--- config.mk ---
export PLATFORM = sky130hd
export DESIGN_NAME = logic_unit_pipe
export DESIGN_NICKNAME = d
export VERILOG_FILES = /design/src/rtl/logic_unit_pipe.sv
export SDC_FILE = /design/constraint.sdc
export NUM_CORES = 1
export LEC_CHECK = 0
export CAP_MARGIN = 30
export CORE_MARGIN = 2
export CORE_UTILIZATION = 40
export CTS_CLUSTER_DIAMETER = 200
export DETAILED_ROUTE_END_ITERATION = 7
export PLACE_DENSITY = 0.58
export SETUP_SLACK_MARGIN = 0.1
export SKIP_LAST_GASP = 1
export SYNTH_ARGS = -nofsm -noshare
export SYNTH_HDL_FRONTEND = slang
export SYNTH_SLANG_ARGS = --single-unit
--- constraint.sdc ---
create_clock -name clk -period 3.54 [get_ports clk]
set_input_delay 0.708 -clock clk [delete_from_list [all_inputs] [get_ports clk]]
set_output_delay 0.708 -clock clk [all_outputs]
set_load 0.02 [all_outputs]
--- src/rtl/logic_unit_pipe.sv ---
// ---------------------------------------------------------------------------
// logic_unit_pipe
//   Two-stage pipelined bitwise logic unit with an optional XOR accumulator.
//   Stage 1 registers the operation and operands. Stage 2 registers the
//   result and its zero/parity flags. Both sides use a valid/ready handshake,
//   and the unit sustains one beat per cycle when downstream is ready.
//
// Parameters
//   WIDTH   operand/result width in bits (>= 2)
//   ACC_EN  1: op 3'b110 is XOR-accumulate; 0: op 3'b110 is plain XOR
//
// Ports
//   clk        in   rising-edge clock
//   rst_n      in   asynchronous active-low reset
//   in_valid   in   input beat valid
//   in_ready   out  unit accepts the beat this cycle
//   op         in   operation select, sampled with the beat
//   a, b       in   operands
//   acc_clr    in   synchronous accumulator clear
//   out_valid  out  result valid
//   out_ready  in   downstream accepts result
//   result     out  registered result
//   zero       out  result == 0
//   parity     out  XOR-reduction of result
// ---------------------------------------------------------------------------
module logic_unit_pipe #(
    parameter int WIDTH  = 32,
    parameter bit ACC_EN = 1'b1
) (
    input  logic             clk,
    input  logic             rst_n,
    input  logic             in_valid,
    output logic             in_ready,
    input  logic [2:0]       op,
    input  logic [WIDTH-1:0] a,
    input  logic [WIDTH-1:0] b,
    input  logic             acc_clr,
    output logic             out_valid,
    input  logic             out_ready,
    output logic [WIDTH-1:0] result,
    output logic             zero,
    output logic             parity
);

    typedef enum logic [2:0] {
        OP_AND    = 3'b000,
        OP_OR     = 3'b001,
        OP_XOR    = 3'b010,
        OP_NOR    = 3'b011,
        OP_XNOR   = 3'b100,
        OP_NAND   = 3'b101,
        OP_ACCXOR = 3'b110,
        OP_PASSA  = 3'b111
    } op_e;

    // Stage 1 state
    logic             s1_valid;
    op_e              s1_op;
    logic [WIDTH-1:0] s1_a;
    logic [WIDTH-1:0] s1_b;

    // Handshake
    logic accept;
    logic adv2;

    // Accumulator view seen by the stage-1 -> stage-2 transfer
    logic [WIDTH-1:0] acc_q;
    logic [WIDTH-1:0] acc_base;

    logic [WIDTH-1:0] res_c;

    // S1 drains when S2 is empty or S2 is being consumed this cycle, so
    // in_ready can stay high on a full S1 without inserting a bubble.
    assign adv2     = s1_valid && (!out_valid || out_ready);
    assign in_ready = !s1_valid || adv2;
    assign accept   = in_valid && in_ready;

    // NOTE: operand/op flops carry no reset; they are only observed when
    // s1_valid is set, so resetting them would add routing for no benefit.
    always_ff @(posedge clk) begin
        if (accept) begin
            s1_op <= op_e'(op);
            s1_a  <= a;
            s1_b  <= b;
        end
    end

    // NOTE: sequential state is always assigned with <= so every flop samples
    // the pre-edge values of its neighbours.
    always_ff @(posedge clk or negedge rst_n) begin
        if (!rst_n) begin
            s1_valid <= 1'b0;
        end else if (accept) begin
            s1_valid <= 1'b1;
        end else if (adv2) begin
            s1_valid <= 1'b0;
        end
    end

    // NOTE: combinational blocks assign a default first so no path leaves
    // res_c unassigned and no latch is inferred.
    always_comb begin
        res_c = '0;
        unique case (s1_op)
            OP_AND:    res_c = s1_a & s1_b;
            OP_OR:     res_c = s1_a | s1_b;
            OP_XOR:    res_c = s1_a ^ s1_b;
            OP_NOR:    res_c = ~(s1_a | s1_b);
            OP_XNOR:   res_c = ~(s1_a ^ s1_b);
            OP_NAND:   res_c = ~(s1_a & s1_b);
            OP_ACCXOR: res_c = acc_base ^ s1_a ^ s1_b;
            OP_PASSA:  res_c = s1_a;
            default:   res_c = '0;
        endcase
    end

    generate
        if (ACC_EN) begin : g_acc
            // A clear on the same edge as an advancing ACCXOR beat takes
            // effect first, so that beat starts from zero.
            assign acc_base = acc_clr ? '0 : acc_q;

            always_ff @(posedge clk or negedge rst_n) begin
                if (!rst_n) begin
                    acc_q <= '0;
                end else if (adv2 && (s1_op == OP_ACCXOR)) begin
                    acc_q <= res_c;
                end else if (acc_clr) begin
                    acc_q <= '0;
                end
            end
        end else begin : g_no_acc
            // No accumulator: op 110 degenerates to a ^ b, acc_clr has no effect.
            logic unused_acc_clr;
            assign unused_acc_clr = acc_clr;
            assign acc_q          = '0;
            assign acc_base       = '0;
        end
    endgenerate

    // Stage 2: all outputs come straight from these flops.
    always_ff @(posedge clk or negedge rst_n) begin
        if (!rst_n) begin
            out_valid <= 1'b0;
            result    <= '0;
            zero      <= 1'b0;
            parity    <= 1'b0;
        end else if (adv2) begin
            out_valid <= 1'b1;
            result    <= res_c;
            zero      <= (res_c == '0);
            parity    <= ^res_c;
        end else if (out_ready) begin
            out_valid <= 1'b0;
        end
    end

endmodule
==> reports/metrics.cfg <==
[outcome]
status=complete, no violations

[logic_synthesis]
avgSynthCellArea_um2=10.3
syn_inst=854
ys_ff_latch=135
syn-cell-area_mm2=0.00877
ys.warnings.count=0
synth_flop_cell=dfrtp_1
seq_area_frac_synth=0.424
synthArstFlopShare=0.504
syn-num-nets=1006
yosysUniqueCellTypes=49
synth_edf_count=67

[layout]
nFillCells=1991
fin_area_mm2=0.0110
multiInputGateArea_mm2=0.00449
drive_gt1_frac=0.108
areaGrowthSynthToFinish_pct=25.9
ff_latch_area_mm2=0.00371
final_common_cell=clkdlybuf4s50_1
diodes=0
layout_common_cells=106 x clkdlybuf4s50_1, 80 x ha_1, 68 x dfrtp_1, 67 x edfxtp_1, 65 x inv_1
fin_util=0.509
fin_nets=1140

[setup_path]
cp_max_fo=32
critPathArrivalTime_ns=3.48
critPathKind=reg2reg
required_ns=3.82
critPathLaunchType=flop
end_kind=flop

[detailed_routing]
first_pass_iters=4
vias_per_cell=5.17
totalWireLength_mm=22.1
wl_per_cell_um=17.3
ant_nets=0
drc=0
vias=6619
drtIter0Drc=320

[cts]
cts_num_sinks=135
cts_tree=built
cts.path.max_buffers=2
cts_max_level=4
cts_hold_buffers=0
cts_buffers=17
root_buffer=clkbuf_16
insertion_delay_ns=0.43
path_clk_slew_ns=0.07

[place]
dp_hpwl_mm=15.4
place_congestion=0.812
io_buffers=107
placed_area_mm2=0.0104

[sta]
max_freq_mhz=313
worst_slew_pin_slew_ns=0.786
finClkSkew_ns=0.0120
slew_violations=0
slew_headroom=0.476
hold_ws_ns=0.333
rsz0062_at_grt=false
setup_viol=0
period_needed_ns=3.20
fin_crit_sh=0.904
finalHoldViolCount=0

[global_route]
grt_pass1_vias=6622
grt_antenna_before_repair=0
gr-usage-all-layers=0.196
grt_max_degree=68
gr-total-overflow=0
grt_first_pass_wirelength_mm=35.9

[floorplanning]
rows=54
die_w_um=152
start_util=0.404
fp.dieArea_mm2=0.0231
io_pins=108
die_y_um=152
coreArea_mm2=0.0217

[power]
powerDensity_mw_per_mm2=480
irDropWorstVdd_v=0.000314
p_leak_nw=4.75

[run]
timing.max_cap.violations=0

[worst_hold_path]
hp-class=in2async

-- kinds of logic (layout without fill, tap and decap cells) --
family / after synthesis / in the layout / share of synthesized area
AO/OA/AOI/OAI: 231 / 231 / 0.175
XOR/XNOR: 74 / 74 / 0.0739
adder cells (fa/ha/maj): 80 / 80 / 0.114
buffers and inverters: 119 / 266 / 0.0644
flip-flops: 135 / 135 / 0.424
multiplexers: 42 / 42 / 0.0491
AND/OR/NAND/NOR: 173 / 173 / 0.100
-- timing repair --
item	4_1_cts	5_1_grt
buffers inserted	0	0
gates resized for setup	0	2
endpoints found under the setup margin	0	1
-- per-stage QoR --
step           TNS, ns  setup slack, ns  total power [mW]  cells
4_1_cts              0            0.280              5.35   1281
3_3_place_gp   -0.0383          -0.0383              3.49   1248
6_report             0            0.341              5.30   1281
5_1_grt              0            0.106              5.59   1281
3_5_place_dp   -0.0843          -0.0843              3.50   1249
2_1_floorplan        0            0.524              2.88    854
-- area by class of cell --
type	instances	share of cell area
clock buffers	18	0.0389
clock inverters	14	0.0156
inverters	66	0.0224
multi-input cells	600	0.407
flip-flops and latches	135	0.336
well taps	280	0.0317
repair buffers	168	0.148
-- per-layer routing --
metal / wire [um] / vias to the layer above / global-route usage
met1: 10500 / 3165 / 0.262
li1: - / 3301 / -
met4: 342 / 0 / 0.0632
met5: 0 / - / 0
met3: 929 / 19 / 0.0419
met2: 10400 / 134 / 0.317
-- worst max-delay path, stage by stage, from the launching register on --
cell and delay, ns:
edfxtp_1 0.45, buf_6 0.24, or3_1 0.73, o21bai_1 0.49, ha_1 0.32, xnor2_1 0.27, xnor2_1 0.17, xnor2_1 0.16
xnor2_1 0.13, o21ai_0 0.08
-- registers in the layout (all words and copies together) (netlist names) --
signal,count
acc_q,32
out_valid,1
parity,1
result,32
s1_a,32
s1_b,32
s1_op,3
s1_valid,1
zero,1
-- path summary, 6_finish.rpt --
kind | startpoint | end | slack, ns | cells past startpoint
worst max-delay path | s1_op[2] | parity | 0.34 | 9
worst min-delay path | rst_n | result[12] | 0.33 | 1
worst max register to register | s1_op[2] | parity | 0.34 | 9
worst min register to register | result[10] | result[10] | 0.48 | 2
max in group asynchronous | rst_n | acc_q[30] | 2.53 | 2
min in group clk | result[10] | result[10] | 0.48 | 2
-- power breakdown --
group	leakage [nW]	total, mW	switching (mW)	internal (mW)
logic	2.94	1.52	0.750	0.769
clock network	0.280	1.84	0.726	1.11
registers	1.53	1.94	0.119	1.82
-- synthesized netlist by cell type (all sizes together), types with 2 or more instances --
| cell | count | area share |
|---|---|---|
| ha | 80 | 0.11 |
| o21ai | 72 | 0.041 |
| dfrtp | 68 | 0.19 |
| edfxtp | 67 | 0.23 |
| inv | 66 | 0.028 |
| xnor2 | 58 | 0.058 |
| nand2 | 53 | 0.023 |
| nand2b | 44 | 0.031 |
| buf | 39 | 0.030 |
| nor2 | 36 | 0.016 |
| mux2i | 34 | 0.039 |
| o21bai | 31 | 0.027 |
| a21oi | 27 | 0.015 |
| o22ai | 22 | 0.016 |
| a211oi | 18 | 0.017 |
| o2bb2ai | 16 | 0.016 |
| xor2 | 16 | 0.016 |
| clkbuf | 14 | 0.0061 |
| a221oi | 13 | 0.013 |
| nor2b | 11 | 0.0078 |
| a32oi | 8 | 0.0080 |
| mux2 | 8 | 0.010 |
| o211ai | 8 | 0.0068 |
| a22o | 6 | 0.0060 |
| or4 | 6 | 0.0051 |
| and3 | 5 | 0.0036 |
| nand4 | 4 | 0.0029 |
| a211o | 3 | 0.0030 |
| a22oi | 3 | 0.0026 |
| and2 | 3 | 0.0021 |
| nand3 | 3 | 0.0017 |
| and3b | 2 | 0.0020 |
| or2b | 2 | 0.0017 |
No activity file was read; power rests on OpenSTA's default activity.
